$ cat src/rtl/ex_hazard_sched.sv
// EX-stage hazard controller: operand forwarding, load-use/redirect stall+flush, MUL/DIV start/done sequencing with watchdog.
// Optional perf counters are built when HZD_PERF_CNT_EN is defined; otherwise the counter ports read 0.
module ex_hazard_sched #(
    parameter int MD_TIMEOUT = 64
) (
    input  logic        clk_i,
    input  logic        rst_i,
    input  logic [4:0]  RS1_D_i,
    input  logic [4:0]  RS2_D_i,
    input  logic [4:0]  RS1_E_i,
    input  logic [4:0]  RS2_E_i,
    input  logic [4:0]  RD_E_i,
    input  logic [1:0]  RSLTSRC_E_i,
    input  logic [4:0]  RD_M_i,
    input  logic        REGWRT_M_i,
    input  logic [4:0]  RD_W_i,
    input  logic        REGWRT_W_i,
    input  logic [1:0]  PCSRC_E_i,
    input  logic        MULDIV_E_i,
    input  logic        MD_DONE_i,
    output logic        MD_START_o,
    output logic [1:0]  FRWRDA_E_o,
    output logic [1:0]  FRWRDB_E_o,
    output logic        STALL_F_o,
    output logic        STALL_D_o,
    output logic        STALL_E_o,
    output logic        FLUSH_D_o,
    output logic        FLUSH_E_o,
    output logic        BUSY_o,
    output logic        MD_ERR_o,
    output logic [31:0] STALL_CNT_o,
    output logic [31:0] FLUSH_CNT_o
);

    typedef enum logic {S_IDLE = 1'b0, S_BUSY = 1'b1} state_t;

    localparam int CW = (MD_TIMEOUT > 2) ? $clog2(MD_TIMEOUT) : 1;
    localparam logic [CW-1:0] TO_LAST = CW'(MD_TIMEOUT - 1);

    state_t        r_state, w_state_nxt;
    logic [CW-1:0] r_to_cnt, w_to_cnt_nxt;
    logic          r_md_err, w_md_err_nxt;
    logic          w_md_start, w_md_stall;
    logic          w_load_use, w_redirect;

    // M-stage result is newer than W, so it wins when both match
    always_comb begin
        FRWRDA_E_o = 2'b00;
        if (REGWRT_M_i && RD_M_i != 5'd0 && RD_M_i == RS1_E_i)      FRWRDA_E_o = 2'b10;
        else if (REGWRT_W_i && RD_W_i != 5'd0 && RD_W_i == RS1_E_i) FRWRDA_E_o = 2'b01;
    end

    always_comb begin
        FRWRDB_E_o = 2'b00;
        if (REGWRT_M_i && RD_M_i != 5'd0 && RD_M_i == RS2_E_i)      FRWRDB_E_o = 2'b10;
        else if (REGWRT_W_i && RD_W_i != 5'd0 && RD_W_i == RS2_E_i) FRWRDB_E_o = 2'b01;
    end

    always_ff @(posedge clk_i or negedge rst_i) begin
        if (!rst_i) begin
            r_state  <= S_IDLE;
            r_to_cnt <= '0;
            r_md_err <= 1'b0;
        end else begin
            r_state  <= w_state_nxt;
            r_to_cnt <= w_to_cnt_nxt;
            r_md_err <= w_md_err_nxt;
        end
    end

    always_comb begin
        w_state_nxt  = r_state;
        w_to_cnt_nxt = r_to_cnt;
        w_md_err_nxt = r_md_err;
        w_md_start   = 1'b0;
        w_md_stall   = 1'b0;
        case (r_state)
            S_IDLE: begin
                // a taken branch in E squashes the MUL/DIV, so never launch it
                if (MULDIV_E_i && PCSRC_E_i == 2'b00) begin
                    w_md_start   = 1'b1;
                    w_md_stall   = 1'b1;
                    w_state_nxt  = S_BUSY;
                    w_to_cnt_nxt = '0;
                end
            end
            S_BUSY: begin
                if (MD_DONE_i) begin
                    w_state_nxt = S_IDLE;
                end else begin
                    w_md_stall = 1'b1;
                    if (r_to_cnt == TO_LAST) begin
                        w_state_nxt  = S_IDLE;
                        w_md_err_nxt = 1'b1;
                    end else begin
                        w_to_cnt_nxt = r_to_cnt + 1'b1;
                    end
                end
            end
            default: w_state_nxt = S_IDLE;
        endcase
    end

    assign w_load_use = (RSLTSRC_E_i == 2'b01) && (RD_E_i != 5'd0) &&
                        ((RD_E_i == RS1_D_i) || (RD_E_i == RS2_D_i));
    assign w_redirect = (PCSRC_E_i != 2'b00);

    // MUL/DIV occupancy holds E, so it dominates both load-use and redirect
    assign MD_START_o = rst_i & w_md_start;
    assign STALL_F_o  = rst_i & (w_md_stall | (w_load_use & ~w_redirect));
    assign STALL_D_o  = rst_i & (w_md_stall | (w_load_use & ~w_redirect));
    assign STALL_E_o  = rst_i & w_md_stall;
    assign FLUSH_D_o  = rst_i & ~w_md_stall & w_redirect;
    assign FLUSH_E_o  = rst_i & ~w_md_stall & (w_redirect | w_load_use);
    assign BUSY_o     = rst_i & (r_state == S_BUSY);
    assign MD_ERR_o   = r_md_err;

`ifdef HZD_PERF_CNT_EN
    logic [31:0] r_stall_cnt, r_flush_cnt;

    always_ff @(posedge clk_i or negedge rst_i) begin
        if (!rst_i) begin
            r_stall_cnt <= '0;
            r_flush_cnt <= '0;
        end else begin
            if (STALL_D_o && r_stall_cnt != 32'hFFFF_FFFF)
                r_stall_cnt <= r_stall_cnt + 32'd1;
            if ((FLUSH_D_o || FLUSH_E_o) && r_flush_cnt != 32'hFFFF_FFFF)
                r_flush_cnt <= r_flush_cnt + 32'd1;
        end
    end

    assign STALL_CNT_o = r_stall_cnt;
    assign FLUSH_CNT_o = r_flush_cnt;
`else
    assign STALL_CNT_o = 32'h0;
    assign FLUSH_CNT_o = 32'h0;
`endif

endmodule

$ cat config.mk
export PLATFORM = sky130hd
export DESIGN_NAME = ex_hazard_sched
export DESIGN_NICKNAME = d
export VERILOG_FILES = /design/src/rtl/ex_hazard_sched.sv
export SDC_FILE = /design/constraint.sdc
export NUM_CORES = 1
export LEC_CHECK = 0
export ABC_AREA = 1
export BUFFER_PORTS_ARGS = -buffer_cell sky130_fd_sc_hd__buf_2
export CAP_MARGIN = 25
export CORE_AREA = 2 2 62 70
export CTS_CLUSTER_DIAMETER = 120
export DETAILED_ROUTE_END_ITERATION = 12
export DIE_AREA = 0 0 64 72
export PLACE_DENSITY_LB_ADDON = 0.15
export SYNTH_ARGS = -nofsm -noshare
export SYNTH_HDL_FRONTEND = slang
export SYNTH_SLANG_ARGS = --single-unit
$ cat constraint.sdc
create_clock -name clk_i -period 1.8 [get_ports clk_i]
set_input_delay 0.45 -clock clk_i [delete_from_list [all_inputs] [get_ports clk_i]]
set_output_delay 0.45 -clock clk_i [all_outputs]
set_load 0.05 [all_outputs]
# Yosys cells after proc, flatten, opt, wreduce, memory -nomap -nowiden

Index checks and enable logic that the tools add are counted.

Div/mod/pow operators: 0
Bitwise operators: 14
Muxes and demuxes: 15
Equal/unequal tests: 11
Magnitude comparators: 0
Add/subtract/negate cells: 1
Shift-type cells: 0
Multipliers: 0
Reduce and logical (&&, ||, !) cells: 17

Operators by type and width:

| cell                                                             | count |
|---|---|
| 5-bit == test                                                    | 6 |
| 6-bit 2-to-1 mux                                                 | 3 |
| 5-bit nonzero test                                               | 3 |
| 6-bit case mux with 2 select lines                               | 1 |
| 1-bit logical AND                                                | 9 |
| 1-bit AND                                                        | 8 |
| 1-bit 2-to-1 mux                                                 | 7 |
| 6-bit by 1-bit adder with 6-bit output (second input constant)   | 1 |
| 6-bit == test (second input constant)                            | 1 |
| 2-bit != test (second input constant)                            | 3 |
| 3-bit AND reduction                                              | 2 |
| 2-bit 2-to-1 mux                                                 | 2 |
| 1-bit inverter                                                   | 4 |
| 1-bit case mux with 2 select lines                               | 2 |
| 2-bit by 1-bit == test with 1-bit output (second input constant) | 1 |
| 2-bit logical NOT                                                | 1 |
| 1-bit bitwise OR                                                 | 2 |
| 2-bit nonzero test                                               | 1 |
| 1-bit logical OR                                                 | 1 |

Register bits: 8
Memories kept: 0
Bits in latches: 0
Memory bits (read-only): 0
Memory bits (writable): 0
Input port bits: 45
Output and inout port bits: 76

# Depth between registers and ports, before layout

Gate-level depths: netlist of the first run.

Depth in word-level cells: 7
Gate-level depth with buffers: 9

# Least setup slack after synthesis of the first run

Ideal clock, no wire load.

Path type: input port to output port
Start point: input RD_M_i[1]
End point: output FRWRDA_E_o[0]
Slack: -1.003 ns
Data required time: 1.350 ns
Path buffers: 0
Arrival time: 2.353 ns
Cell stages on the path: 4
Cell sequence: xnor2_1 -> nand2_1 -> nor3_1 -> nor2_1

Longest elaborated chain between the ends: 4
Elaborated cells on any way between the ends: 5
Those cells by class: eq/ne (1); mux (1); reduce/logical (3)

Ends and longest elaborated chain:

| what                | line | source |
|---|---|---|
| start: declaration  | 14   | `input logic [4:0] RD_M_i,` |
| 5-bit nonzero test  | 49   | `if (REGWRT_M_i && RD_M_i != 5'd0 && RD_M_i == RS1_E_i) FRWRDA_E_o = 2'b10;` |
| 1-bit logical AND   | 49   |  |
| 1-bit logical AND * | 49   |  |
| 2-bit 2-to-1 mux *  | 49   |  |
| end: declaration    | 22   | `output logic [1:0] FRWRDA_E_o,` |

Mark *: on every way between the ends. The rest lies on a longest branch, timed or not.

# Worst setup path in the final report of the first run

Start point: input RD_E_i[4]
End point: output STALL_D_o

Longest elaborated chain between the ends: 6
Elaborated cells on any way between the ends: 9
Those cells by class: eq/ne (2); bitwise (3); reduce/logical (4)

Ends and longest elaborated chain:

| what                                                  | line     | source |
|---|---|---|
| start: declaration                                    | 12       | `input logic [4:0] RD_E_i,` |
| 5-bit == test or 5-bit nonzero test (tied branches)   | 105, 104 |  |
| 1-bit logical OR or 1-bit logical AND (tied branches) | 105, 104 |  |
| 1-bit logical AND *                                   | 104      | `assign w_load_use = (RSLTSRC_E_i == 2'b01) && (RD_E_i != 5'd0) &&` |
| 1-bit AND *                                           | 111      | `assign STALL_D_o = rst_i & (w_md_stall \| (w_load_use & ~w_redirect));` |
| 1-bit bitwise OR *                                    | 111      |  |
| 1-bit AND *                                           | 111      |  |
| end: declaration                                      | 25       | `output logic STALL_D_o,` |

Marks and branches as above.

==> summary.md, run 1 <==
| Metric | Value |
|---|---|
| Worst Path Max Fanout | 3 |
| Initial antenna violation count | 0 |
| Final Core Density | 53.7% |
| Most used cell, CP | nand2_1 |
| Slew Limit Fails | 0 |
| Final wirelength | 3.13 mm |
| # diodes | 0 |
| Status | complete, no violations |
| Netlist cell types | 26 |
| FF-to-FF Start | r_to_cnt[0] |
| Total track usage | 12.4% |
| Final hold vios | 0 |
| PD cells | 540 nW/um^2 |
| Internal | 0.541 mW |
| Largest net degree at the start of global routing | 10 |
| Clock buffer count from CTS | 3 |
| Fmax | 565 MHz |
| PortBufs | 56 |
| Pwr Total | 1.12 mW |
| DRC Markers | 0 |
| Leak Pwr | 1.12 nW |
| Cells along the critical path | buf_2 > inv_2 > nand2_1 > nand2_1 > nor2_1 > nand3_1 > nand2_2 > nand3_4 > nand2_8 > buf_8 |
| Slowest cell delay on critical path | 0.14 ns |
| Root buffer cell | clkbuf_8 |
| CTS Hold Bufs | 0 |
| Power share of the clock group | 19.1% |
| Initial Util | 37.8% |
| Max Cap Viol | 0 |
| Buf+Inv Stages, Crit Path | 3 |
| Clock latency at the later pin of the worst-skew pair | 0.23 ns |
| Switching Share | 51.9% |
| Avg Vias per Cell | 3.80 |
| Final worst path period share | 98.4% |
| Avg Cell Area, Syn | 6.56 sq um |
| RR Endpoint | r_to_cnt[3] |
| Crit path DAT | 1.32 ns |
| Cell area after layout | 2080 sq um |
| Top-area cell type share of the netlist area | 33.3% |
| Mapped Cells | 223 |
| Die area | 4610 sq um |
| DR WL/cell | 9.11 microns |
| Placed inst area | 1690 sq um |
| Post-DRT Antenna Nets | 0 |
| Fraction of the yosys area taken by sequential cells | 13.7% |
| Synth Flop Type | dfrtp_1 |
| EDFF count, synth | 0 |
| Row count | 24 |
| Flop pwr share | 19.5% |
| Worst IR Drop VDD | 0.231 mV |
| Synth area leaders | buf_4 (33%), dfrtp_1 (14%), nand2_1 (10%) |
| Post-detail-place hpwl | 2.53 mm |
| Clk slew on worst S/H paths | 0.04 ns |
| First-pass GRT wire length | 4.67 mm |
| CTS tree | done |
| Endpoints failing setup | 0 |
| Total I/O pin count | 121 |
| Synth Cell Area | 1460 sq um |
| Routed via count | 1,304 |
| Final min period | 1.77 ns |
| CP top delay family | simple AND/OR/NAND/NOR gates |
| Yosys warning total | 0 |
| Reg2reg setup slack | 0.43 ns |
| Die Span Y | 72 microns |
| RSZ-0062 raised after global routing | yes |
| Crit path max-delay cell type | buf_8 |
| P_sw | 0.583 mW |
| WS Path Type | in -> out |
| Worst min-delay path class | in -> async |
| CTS Buffer Depth | 2 |
| Iteration count of the initial detailed-routing pass | 4 |
| Logic pwr share | 61.4% |
| Yosys top cell by area | buf_4 |
| Grt total ovfl | 0 |
| Crit start category | input pin |
| Synthesis-to-finish area growth | 42.1% |
| H-Tree Depth | 1 |
| Final Skew | 0.00310 ns |
| R2r worst-path depth | 7 |
| Async set-or-reset flop fraction in the synthesized netlist | 100% |
| Vias in the first global route | 1,091 |
| Nets | 339 |
| Core Region | 3870 sq um |
| RePlAce Congestion | 0.756 |
| Yosys reg bits | 8 |
| Initial DRC Count | 19 |
| CTS Sinks | 8 |
| Proportion of layout cells with a drive suffix above 1 | 39.2% |
| Most frequent cell after synthesis | buf_4 |
| Width of the die | 64 microns |
| Synth top cells by count | buf_4 (65), nand2_1 (40), nor2_1 (29), inv_1 (17), xnor2_1 (15) |
| Setup crit end kind | output pin |
| WP data required | 1.35 ns |
==> cells by family after synthesis <==
| kind of cell | after synthesis | synth area share, % |
|---|---|---|
| buffers and inverters | 90 | 39.9 |
| and+or+nand+nor | 90 | 27.0 |
| xor gates and xnor gates | 24 | 14.4 |
| AOI/OAI and AO/OA | 9 | 3.93 |
| DFF | 8 | 13.7 |
| adders and majority gates | 1 | 0.855 |
| other | 1 | 0.256 |
==> sequential cells by signal (all words and copies together), names as in the netlist <==
register	count
MD_ERR_o	1
r_state	1
r_to_cnt	6
==> routing by layer <==
metal  global-route usage (%)  share of wire, %  vias up
li1                         -                 -      685
met1                     15.1                36      548
met2                     22.2                54       67
met3                     1.40               8.7        4
met4                     5.07              0.99        0
met5                        0                 0        -
==> power by group through the flow <==
stage	combinational, mW	clock, mW	sequential (mW)
floorplan	0.590	0	0.218
finish	0.690	0.214	0.220
CTS	0.615	0.224	0.218
global placement	0.601	0	0.222
detailed placement	0.599	0	0.221
global route	0.739	0.231	0.222
==> metrics by stage <==
stage / hold WS (ns) / setup TNS, ns / std cells / setup WS [ns]
floorplan: 0.154 / -0.288 / 286 / -0.167
global placement: 0.390 / -0.643 / 337 / -0.170
detailed placement: 0.381 / -0.692 / 337 / -0.191
CTS: 0.136 / -0.0257 / 340 / -0.0125
global route: 0.155 / -0.181 / 343 / -0.0439
finish: 0.139 / 0 / 343 / 0.0296
==> cells in the final DEF, fill, tap and decap left out, types with 7 or more instances in the layout <==
cell | netlist | layout
conb_1 | 1 | 64
nand2_1 | 40 | 36
buf_2 | 0 | 27
nor2_1 | 29 | 16
inv_1 | 17 | 15
buf_6 | 0 | 14
buf_4 | 65 | 14
buf_8 | 0 | 11
xnor2_1 | 15 | 10
dfrtp_1 | 8 | 8
nor2_4 | 1 | 8
xor2_1 | 9 | 8
inv_2 | 7 | 8
nand3_1 | 9 | 7
==> worst max-delay path by stage <==
stage / cells after the start / to / from / slack [ns]
3_5_place_dp: 10 / STALL_D_o / RD_E_i[3] / -0.19
3_3_place_gp: 10 / STALL_D_o / RD_E_i[3] / -0.17
4_1_cts: 6 / FRWRDB_E_o[0] / RD_M_i[0] / -0.01
2_1_floorplan: 8 / STALL_F_o / PCSRC_E_i[1] / -0.17
6_report: 10 / STALL_D_o / RD_E_i[4] / 0.03
5_1_grt: 9 / STALL_D_o / RS2_D_i[0] / -0.04
==> area by class of cell <==
class	count	area (sq um)
repair buffers	67	571
inverters	25	98.8
multi-input cells	188	1100
clock buffers	3	41.3
fillers	375	1790
flip-flops and latches	8	200
well taps	52	65.1
==> timing repair <==
| item | CTS | global route |
|---|---|---|
| setup buffers | 0 | 3 |
| gates resized for setup | 18 | 73 |
| pin swaps | 8 | 37 |
| setup endpoints to repair | 8 | 10 |
No activity file was read; power rests on OpenSTA's default activity.
==> run 2, diff against run 1 <==
--- a/config.mk
+++ b/config.mk
@@ -6,10 +6,11 @@
 export NUM_CORES = 1
 export LEC_CHECK = 0
 export ABC_AREA = 1
-export BUFFER_PORTS_ARGS = -buffer_cell sky130_fd_sc_hd__buf_2
+export BUFFER_PORTS_ARGS = -buffer_cell sky130_fd_sc_hd__clkbuf_2
 export CAP_MARGIN = 25
 export CORE_AREA = 2 2 62 70
 export CTS_CLUSTER_DIAMETER = 120
+export CTS_CLUSTER_SIZE = 20
 export DETAILED_ROUTE_END_ITERATION = 12
 export DIE_AREA = 0 0 64 72
 export PLACE_DENSITY_LB_ADDON = 0.15
==> run 2 against run 1 <==
The flow now finishes with violations (setup timing). Cell area up 1.1%. Combinational power about the same. Register-to-register slack about the same. Setup slack worse by 0.058 ns. Die area unchanged. Clock power about the same. Clock-buffer cell count unchanged. Worst hold slack better by 0.0029 ns. Via count up 4.1%. Critical endpoint is now FRWRDB_E_o[0].
==> summary.md, run 2 (synthesis results as in run 1) <==
| Metric | Value |
|---|---|
| Final Skew | 0.000513 ns |
| Reg2reg setup slack | 0.42 ns |
| Busiest grt layer | met2 |
| RR Endpoint | r_to_cnt[3] |
| Initial DRC Count | 22 |
| Crit path DAT | 1.38 ns |
| Initial Util | 37.8% |
| Setup crit end kind | output pin |
| H-Tree Depth | 1 |
| Reg with most FFs | r_to_cnt |
| Width of the die | 64 microns |
| Nets | 341 |
| Initial antenna violation count | 0 |
| CTS Sinks | 8 |
| Post-detail-place hpwl | 2.59 mm |
| Violated checks | setup timing |
| Total I/O pin count | 121 |
| Non-filler cells, final | 345 |
| Met1 Use GR | 14.9% |
| Endpoints failing setup | 2 |
| DR WL/cell | 9.28 microns |
| Core Region | 3870 sq um |
| Grt total ovfl | 0 |
| FF-to-FF Start | r_to_cnt[0] |
| PortBufs | 56 |
| Worst Path Max Fanout | 3 |
| Final hold vios | 0 |
| Root buffer cell | clkbuf_8 |
| Register area | 200 sq um |
| Avg Vias per Cell | 3.94 |
| Vias in the first global route | 1,151 |
| Leak Pwr | 1.15 nW |
| WP data required | 1.35 ns |
| Fmax | 547 MHz |
| Status | finished with violations |
| Setup ws final | -0.0288 ns |
| Row count | 24 |
| R2r worst-path depth | 7 |
| Crit start category | input pin |
| RSZ-0062 raised after global routing | yes |
| Synthesis-to-finish area growth | 43.8% |
| Post-DRT Antenna Nets | 0 |
| RePlAce Congestion | 0.771 |
| Max Cap Viol | 0 |
| Most frequent cells in the layout | conb_1 (64), nand2_1 (36), clkbuf_2 (31), nor2_1 (19), inv_1 (16) |
| Final worst path period share | 102% |
| DRC Markers | 0 |
| Worst min-delay path class | in -> async |
| Proportion of layout cells with a drive suffix above 1 | 38.2% |
| Pre-CTS WS | -0.237 ns |
| CTS tree | done |
| CTS Buffer Depth | 2 |
| Final min period | 1.83 ns |
| Clk slew on worst S/H paths | 0.04 ns |
| Largest register FFs | 6 |
| Iteration count of the initial detailed-routing pass | 3 |
| # diodes | 0 |
| Clock buffer count from CTS | 3 |
| Clock latency at the later pin of the worst-skew pair | 0.23 ns |
| Slew Limit Fails | 0 |
| Commonest non-fill, non-tap cell in the layout | conb_1 |
| WS Path Type | in -> out |
| Die area | 4610 sq um |
| Met2 Use GR | 22.6% |
| Total track usage | 12.7% |
| PD cells | 533 nW/um^2 |
| Multi-input combinational cell area | 1090 sq um |
| Filler cell count | 407 |
| DP Cell Count | 341 |
| Final wirelength | 3.20 mm |
| Routed via count | 1,358 |
| Die Span Y | 72 microns |
| Met3 Track Usage GR | 1.86% |
| First-pass GRT wire length | 4.73 mm |
| Largest net degree at the start of global routing | 10 |
| Worst IR Drop VDD | 0.302 mV |
==> run 2: metal layers <==
metal	wire [microns]	vias to the layer above
li1	-	691
met1	1190	596
met2	1690	67
met3	275	4
met4	52	0
met5	0	-
==> run 2: cell type report <==
class | instances | share of cell area, %
flip-flops and latches | 8 | 9.51
clock buffers | 3 | 1.96
repair buffers | 69 | 28.7
inverters | 25 | 4.82
well taps | 52 | 3.09
multi-input cells | 188 | 52.0
==> run 2: worst max-delay path by stage <==
stage	slack, ns	cells past startpoint	to	from
5_1_grt	-0.08	7	FRWRDB_E_o[0]	RS2_E_i[3]
3_3_place_gp	-0.22	10	STALL_F_o	RD_E_i[3]
4_1_cts	-0.07	9	FRWRDB_E_o[0]	RD_M_i[2]
3_5_place_dp	-0.24	10	STALL_D_o	RD_E_i[3]
2_1_floorplan	-0.17	8	STALL_F_o	PCSRC_E_i[1]
6_report	-0.03	9	FRWRDB_E_o[0]	RD_M_i[3]
==> run 2: stage by stage <==
step           util (%)  cell area (sq um)  TNS [ns]  power, mW  hold WS (ns)
2_1_floorplan         -               1780    -0.288      0.809         0.154
3_3_place_gp       45.5               1760    -0.675      0.831         0.385
3_5_place_dp       45.5               1760    -0.751      0.832         0.384
4_1_cts            49.8               1930    -0.181       1.08         0.141
5_1_grt            54.3               2100    -0.266       1.19         0.155
6_report           54.3               2100   -0.0518       1.12         0.142
==> run 2: power breakdown <==
| part | total (mW) | switching [mW] | leakage, nW | internal, mW |
|---|---|---|---|---|
| sequential | 0.219 | 0.0191 | 0.108 | 0.200 |
| combinational | 0.692 | 0.495 | 1.02 | 0.197 |
| clock | 0.211 | 0.0667 | 0.0216 | 0.145 |
==> run 2: timing repair <==
item / CTS / global route
gates resized for setup: 21 / 53
gates cloned: 0 / 0
buffers inserted: 0 / 1
endpoints found under the setup margin: 8 / 10
hold buffers: 0 / 0
pin swaps: 11 / 32
==> run 2: worst max-delay path, stage by stage <==
cell,delay (ns)
buf_6,0.10
nor2_2,0.09
nand2_1,0.06
o21ai_1,0.11
buf_4,0.15
nor3_4,0.05
buf_6,0.11
nor2_4,0.11
buf_12,0.14
